### src/rtl/mem_bus_arbiter_pkg.sv
// mem_bus_arbiter_pkg
// Shared bus types for the core's instruction and data ports, the
// memory-side bus, and the arbiter state encoding.
// No ports; this file is imported by mem_bus_arbiter and its testbench.

package mem_bus_arbiter_pkg;

  // Instruction fetch port: the core only presents an address; fetches are reads.
  typedef struct packed {
    logic        valid;
    logic [63:0] addr;
  } ibus_req_t;

  typedef struct packed {
    logic        addr_ok;
    logic        data_ok;
    logic [31:0] data;
  } ibus_resp_t;

  // Data port: a non-zero strobe marks a write.
  typedef struct packed {
    logic        valid;
    logic [63:0] addr;
    logic [2:0]  size;
    logic [7:0]  strobe;
    logic [63:0] data;
  } dbus_req_t;

  typedef struct packed {
    logic        addr_ok;
    logic        data_ok;
    logic [63:0] data;
  } dbus_resp_t;

  // Memory-side bus shared by both core ports.
  typedef struct packed {
    logic        valid;
    logic        is_write;
    logic [2:0]  size;
    logic [63:0] addr;
    logic [7:0]  strobe;
    logic [63:0] data;
  } cbus_req_t;

  typedef struct packed {
    logic        ready;
    logic [63:0] data;
  } cbus_resp_t;

  typedef enum logic [1:0] {
    IDLE   = 2'd0,
    BUSY_I = 2'd1,
    BUSY_D = 2'd2
  } arb_state_t;

  // Size code for a 4-byte access, used for every instruction fetch.
  localparam logic [2:0] MSIZE4 = 3'b010;

endpackage

### src/rtl/mem_bus_arbiter_word_select.sv
// word_select
// Picks one half of a double-width data word.
// Ports:
//   data_in  in  [2*OUT_W-1:0]  full-width word from memory
//   sel_hi   in  1              1 selects the upper half, 0 the lower half
//   data_out out [OUT_W-1:0]    selected half

module word_select #(
  parameter int OUT_W = 32
) (
  input  logic [2*OUT_W-1:0] data_in,
  input  logic               sel_hi,
  output logic [OUT_W-1:0]   data_out
);

  assign data_out = sel_hi ? data_in[2*OUT_W-1:OUT_W] : data_in[OUT_W-1:0];

endmodule

### src/rtl/mem_bus_arbiter.sv
// mem_bus_arbiter
// Shares the single memory bus between the core's instruction port and
// data port, one outstanding transaction at a time. A request granted in
// IDLE is copied into a register latch that alone drives the memory bus
// until memory answers with ready. Simultaneous requests are resolved
// round-robin against the port served last.
// Ports:
//   clk    in   system clock
//   reset  in   synchronous, active-high
//   ireq   in   instruction fetch request
//   iresp  out  instruction response (addr_ok, data_ok, 32-bit data)
//   dreq   in   data request
//   dresp  out  data response (addr_ok, data_ok, 64-bit data)
//   creq   out  memory bus request, driven from the latch
//   cresp  in   memory bus response (ready, data)
// IDATA_W sets the fetch word width; the ibus response struct carries a
// 32-bit word, so the default of 32 is the only width that fits it.

module mem_bus_arbiter
  import mem_bus_arbiter_pkg::*;
#(
  parameter int IDATA_W = 32
) (
  input  logic       clk,
  input  logic       reset,
  input  ibus_req_t  ireq,
  output ibus_resp_t iresp,
  input  dbus_req_t  dreq,
  output dbus_resp_t dresp,
  output cbus_req_t  creq,
  input  cbus_resp_t cresp
);

  arb_state_t state_q, state_d;
  logic       last_d_q, last_d_d;
  cbus_req_t  lat_q, lat_d;
  logic       mis_q, mis_d;

  logic grant_i, grant_d;
  logic i_misaligned;
  logic [IDATA_W-1:0] i_word;

  // Fetch word taken from the half of the memory word chosen by addr[2].
  word_select #(
    .OUT_W(IDATA_W)
  ) u_word_select (
    .data_in  (cresp.data),
    .sel_hi   (lat_q.addr[2]),
    .data_out (i_word)
  );

  assign i_misaligned = (ireq.addr[1:0] != 2'b00);

  // Grant decision and next-state logic. The data port wins a conflict
  // unless it was the port served last. A misaligned fetch is granted but
  // never put on the memory bus; it completes with zero data one cycle later.
  always_comb begin
    state_d  = state_q;
    last_d_d = last_d_q;
    lat_d    = lat_q;
    mis_d    = mis_q;
    grant_i  = 1'b0;
    grant_d  = 1'b0;

    unique case (state_q)
      IDLE: begin
        if (dreq.valid && (!ireq.valid || !last_d_q)) begin
          grant_d = 1'b1;
        end else if (ireq.valid) begin
          grant_i = 1'b1;
        end

        if (grant_d) begin
          lat_d          = '0;
          lat_d.valid    = 1'b1;
          lat_d.is_write = |dreq.strobe;
          lat_d.size     = dreq.size;
          lat_d.addr     = dreq.addr;
          lat_d.strobe   = dreq.strobe;
          lat_d.data     = dreq.data;
          mis_d          = 1'b0;
          state_d        = BUSY_D;
        end else if (grant_i) begin
          lat_d = '0;
          if (!i_misaligned) begin
            lat_d.valid = 1'b1;
            lat_d.size  = MSIZE4;
            lat_d.addr  = ireq.addr;
          end
          mis_d   = i_misaligned;
          state_d = BUSY_I;
        end
      end

      BUSY_I: begin
        if (mis_q || cresp.ready) begin
          lat_d    = '0;
          mis_d    = 1'b0;
          last_d_d = 1'b0;
          state_d  = IDLE;
        end
      end

      BUSY_D: begin
        if (cresp.ready) begin
          lat_d    = '0;
          last_d_d = 1'b1;
          state_d  = IDLE;
        end
      end

      default: begin
        lat_d   = '0;
        mis_d   = 1'b0;
        state_d = IDLE;
      end
    endcase
  end

  // Core-facing responses. Handshakes are held low while reset is asserted
  // so that nothing is acknowledged in a cycle whose capture reset discards.
  // data_ok is dropped when the requester has withdrawn valid by the time
  // memory answers, so an abandoned transaction completes silently.
  always_comb begin
    iresp = '0;
    dresp = '0;

    iresp.addr_ok = grant_i && !reset;
    dresp.addr_ok = grant_d && !reset;

    if (!reset && (state_q == BUSY_I)) begin
      if (mis_q) begin
        iresp.data_ok = 1'b1;
      end else if (cresp.ready && ireq.valid) begin
        iresp.data_ok = 1'b1;
        iresp.data    = i_word;
      end
    end

    if (!reset && (state_q == BUSY_D) && cresp.ready && dreq.valid) begin
      dresp.data_ok = 1'b1;
      dresp.data    = cresp.data;
    end
  end

  // The memory bus sees only the latch, so requester changes after the
  // grant never reach it.
  assign creq = lat_q;

  // State, round-robin history and request latch.
  always_ff @(posedge clk) begin
    if (reset) begin
      state_q  <= IDLE;
      last_d_q <= 1'b0;
      lat_q    <= '0;
      mis_q    <= 1'b0;
    end else begin
      state_q  <= state_d;
      last_d_q <= last_d_d;
      lat_q    <= lat_d;
      mis_q    <= mis_d;
    end
  end

endmodule

### config.mk
export PLATFORM = sky130hd
export DESIGN_NAME = mem_bus_arbiter
export DESIGN_NICKNAME = d
export VERILOG_FILES = /design/src/rtl/mem_bus_arbiter_pkg.sv /design/src/rtl/mem_bus_arbiter_word_select.sv /design/src/rtl/mem_bus_arbiter.sv
export SDC_FILE = /design/constraint.sdc
export NUM_CORES = 1
export LEC_CHECK = 0
export ABC_CLOCK_PERIOD_IN_PS = 1800
export BUFFER_PORTS_ARGS = -buffer_cell sky130_fd_sc_hd__buf_2
export CAP_MARGIN = 20
export CORE_AREA = 2 2 198 200
export CTS_BUF_LIST = sky130_fd_sc_hd__clkbuf_4 sky130_fd_sc_hd__clkbuf_8
export DETAILED_ROUTE_END_ITERATION = 10
export DIE_AREA = 0 0 200 202
export PLACE_DENSITY = 0.46
export SYNTH_ARGS = -nofsm -noshare
export SYNTH_HDL_FRONTEND = slang
export SYNTH_HIERARCHICAL = 1
export SYNTH_SLANG_ARGS = --single-unit
### constraint.sdc
create_clock -name clk -period 1.8 [get_ports clk]
set_input_delay 0.18 -clock clk [delete_from_list [all_inputs] [get_ports clk]]
set_output_delay 0.18 -clock clk [all_outputs]
set_load 0.005 [all_outputs]
==> flow_metrics.tcl <==
set metrics [dict create \
    rr_worst_depth 10 \
    die_h_um 202 \
    yosysWarnings 6 \
    dr.pass1.iters 6 \
    cts_buffer_depth 2 \
    post_dp_cell_area_um2 10000 \
    synth_seq_area_share 0.439 \
    synth_nets 1007 \
    antenna_found_initial 8 \
    path_cells "buf_8, nor3_4, buf_12, buf_12, clkbuf_16, and2_4, buf_6" \
    dieArea_um2 40400 \
    worst_path_most_repeated_cell "buf_12" \
    clock-root-buffer "clkbuf_8" \
    wl_per_cell_um 18.9 \
    end_kind "primary output" \
    max_cap_violations 0 \
    whs_endpoint "creq[92]$_SDFFE_PP0P_" \
    timing.rr.start "state_q[1]$_SDFFE_PP0P_" \
    drive_gt1_frac 0.538 \
    finalClockSkew_ns 0.0128 \
    critPathRequiredTime_ns 1.62 \
    final_antenna_net_count 0 \
    n_fill_cell 3843 \
    r2r-end "creq[80]$_SDFFE_PP0P_" \
    yosysUniqueCellTypes 32 \
    clock.fmax_mhz 488 \
    routabilityCongestion 0.799 \
    die_x_um 200 \
    ff2ff_setup_slack_ns -0.17 \
    drt_iter0_drc 412 \
    fin_crit_sh 1.14 \
    finalHoldViolCount 0 \
    grt_pass1_wl_um 51200 \
    crit_slowest_cell "dfxtp_4" \
    run_status "finished with violations" \
    port_buffers 512 \
    maxSlewViolCount 0 \
    htree_num_levels 4 \
    powerDensity_nw_per_um2 674 \
    clock_latency_ns 0.48 \
    fin_hold_ws_ns 0.0214 \
    syn_to_final_growth_pct 111 \
    grt_setup_unrepaired "true" \
    min_from "ireq[20]" \
    num_vias 8680 \
    vdd_ir_drop_max_mv 0.622 \
    routed_wl_um 37500 \
    synth-seq-cells 145 \
    clkTransAtPathRegs_ns 0.09 \
    hold_depth 3 \
    groute.usage.overall 0.170 \
    finalNetCount 1717 \
    relSlewSlack 0.579 \
    crit_path_max_incr_delay_ns 0.37 \
    synth_area_per_cell_um2 9.00 \
    hp-class "primary input to flip-flop" \
    violations "setup timing" \
    cp_max_fo 8 \
    netlist_area_um2 6610 \
    tightestPinTransition_ns 0.632 \
    drc 0 \
    arrival_ns 1.87 \
    numCtsBuffers 17 \
    design_area_um2 13900 \
    cts_tree "done" \
    setup_viol 222 \
    path_class "flip-flop to primary output" \
    initial_core_util 0.173 \
    overflow 0 \
    period_minus_slack_ns 2.05 \
    grt_max_degree 116 \
    first_global_vias 8681 \
    startpoint_type "flip-flop" \
    avgViaCountPerCell 4.38 \
    hpwl_um 24700 \
    leakagePower_nw 6.55 \
    ioPinCount 513 \
    clock_sinks 145 \
    fp-row-count 72 \
    synthCells 735 \
    setup_ws_ns -0.248 \
    core_um2 38300 \
]
==> critical path, delay by kind of cell (launching register included) <==
kind,cells,cell delay [ns]
buffers and inverters,5,0.65
DFF,1,0.37
and+or+nand+nor,2,0.35
==> synthesized netlist by cell type, drive strengths merged <==
| library cell | count | area share |
|---|---|---|
| a21boi | 1 | 0.0028 |
| mux2 | 32 | 0.072 |
| nor3b | 2 | 0.0030 |
| a221oi | 62 | 0.082 |
| dfxtp | 145 | 0.44 |
| or2 | 1 | 0.00095 |
| nand2 | 6 | 0.0034 |
| o32a | 1 | 0.0015 |
| nand3 | 1 | 0.00076 |
| clkbuf | 49 | 0.028 |
| a22oi | 77 | 0.087 |
| a211oi | 1 | 0.0011 |
| mux2i | 2 | 0.0030 |
| buf | 28 | 0.031 |
| nor4b | 3 | 0.0040 |
| inv | 1 | 0.00057 |
| and2 | 96 | 0.091 |
| a21oi | 4 | 0.0030 |
| nand2b | 1 | 0.00095 |
| nor2 | 144 | 0.082 |
| nor2b | 1 | 0.00095 |
| nor3 | 66 | 0.050 |
| o21ai | 3 | 0.0023 |
| or3 | 3 | 0.0028 |
| nor4 | 5 | 0.0070 |
==> cells by family after synthesis <==
family                 Yosys count  share of synthesized area
buffers and inverters           78                     0.0596
DFF                            145                      0.439
muxes                           34                     0.0746
AOI/OAI and AO/OA              149                      0.180
and+or+nand+nor                329                      0.246
==> cell type report <==
class	count	area [um^2]	share of cell area
Clock inverter	12	158	0.0113
Inverter	1	3.75	0.000270
Antenna cell	5	12.5	0.000899
Timing Repair Buffer	768	6090	0.437
Tap cell	518	648	0.0465
Clock buffer	20	256	0.0184
Multi-Input combinational cell	512	3850	0.276
Sequential cell	145	2910	0.209
==> where the power goes <==
group          switching (W)  total (W)  internal (W)
combinational        0.00137    0.00295       0.00158
clock                0.00139    0.00281       0.00142
sequential          0.000146    0.00363       0.00348
==> state kept, by name (all words and copies together), names as in the netlist <==
name,flops
mis_q,1
last_d_q,1
creq,141
state_q,2
==> placed cells by master, fill, tap and decap left out, drive strengths merged, types with 4 or more instances in the layout <==
| cell | synthesis | layout |
|---|---|---|
| buf | 28 | 584 |
| dlygate4sd3 | 0 | 175 |
| dfxtp | 145 | 145 |
| nor2 | 144 | 144 |
| and2 | 96 | 96 |
| a22oi | 77 | 77 |
| nor3 | 66 | 66 |
| a221oi | 62 | 62 |
| mux2 | 32 | 32 |
| clkbuf | 49 | 28 |
| nand2 | 6 | 6 |
| diode | 0 | 5 |
| nor4 | 5 | 5 |
| a21oi | 4 | 4 |
| clkinv | 0 | 4 |
==> routing by layer <==
metal / vias up / global-route usage / part of all wire
met5: - / 0 / 0.00061
met4: 4 / 0.0775 / 0.035
met3: 68 / 0.0524 / 0.073
met2: 422 / 0.314 / 0.53
met1: 4127 / 0.172 / 0.36
li1: 4059 / - / -
==> what timing repair did <==
item	4_1_cts	5_1_grt
gates resized for setup	54	181
endpoints found under the setup margin	100	232
hold buffers	173	2
endpoints found under the hold margin	128	2
buffers inserted	12	14
gates cloned	6	10
pin swaps	56	68
==> through the flow <==
step	total power, W	worst slack, ns	std cells	setup TNS, ns	util
finish	0.00938	-0.248	1981	-25.46	0.364
global route	0.00990	-0.343	1980	-55.37	0.364
CTS	0.00921	-0.345	1951	-30.30	0.331
detailed placement	0.00591	-0.00547	1728	-0.00829	0.261
global placement	0.00590	0.00893	1728	0	0.261
floorplan	0.00479	0.205	735	0	-
==> worst max path at each step <==
stage,startpoint,endpoint,slack [ns]
floorplan,state_q[1]$_SDFFE_PP0P_,creq[75]$_SDFFE_PP0P_,0.20
detailed placement,state_q[0]$_SDFFE_PP0P_,iresp[31],-0.005
finish,state_q[0]$_SDFFE_PP0P_,dresp[13],-0.25
global placement,state_q[0]$_SDFFE_PP0P_,iresp[2],0.009
global route,state_q[0]$_SDFFE_PP0P_,dresp[49],-0.34
CTS,state_q[1]$_SDFFE_PP0P_,dresp[6],-0.34
Note: power is estimated with default switching activity, not from simulation.
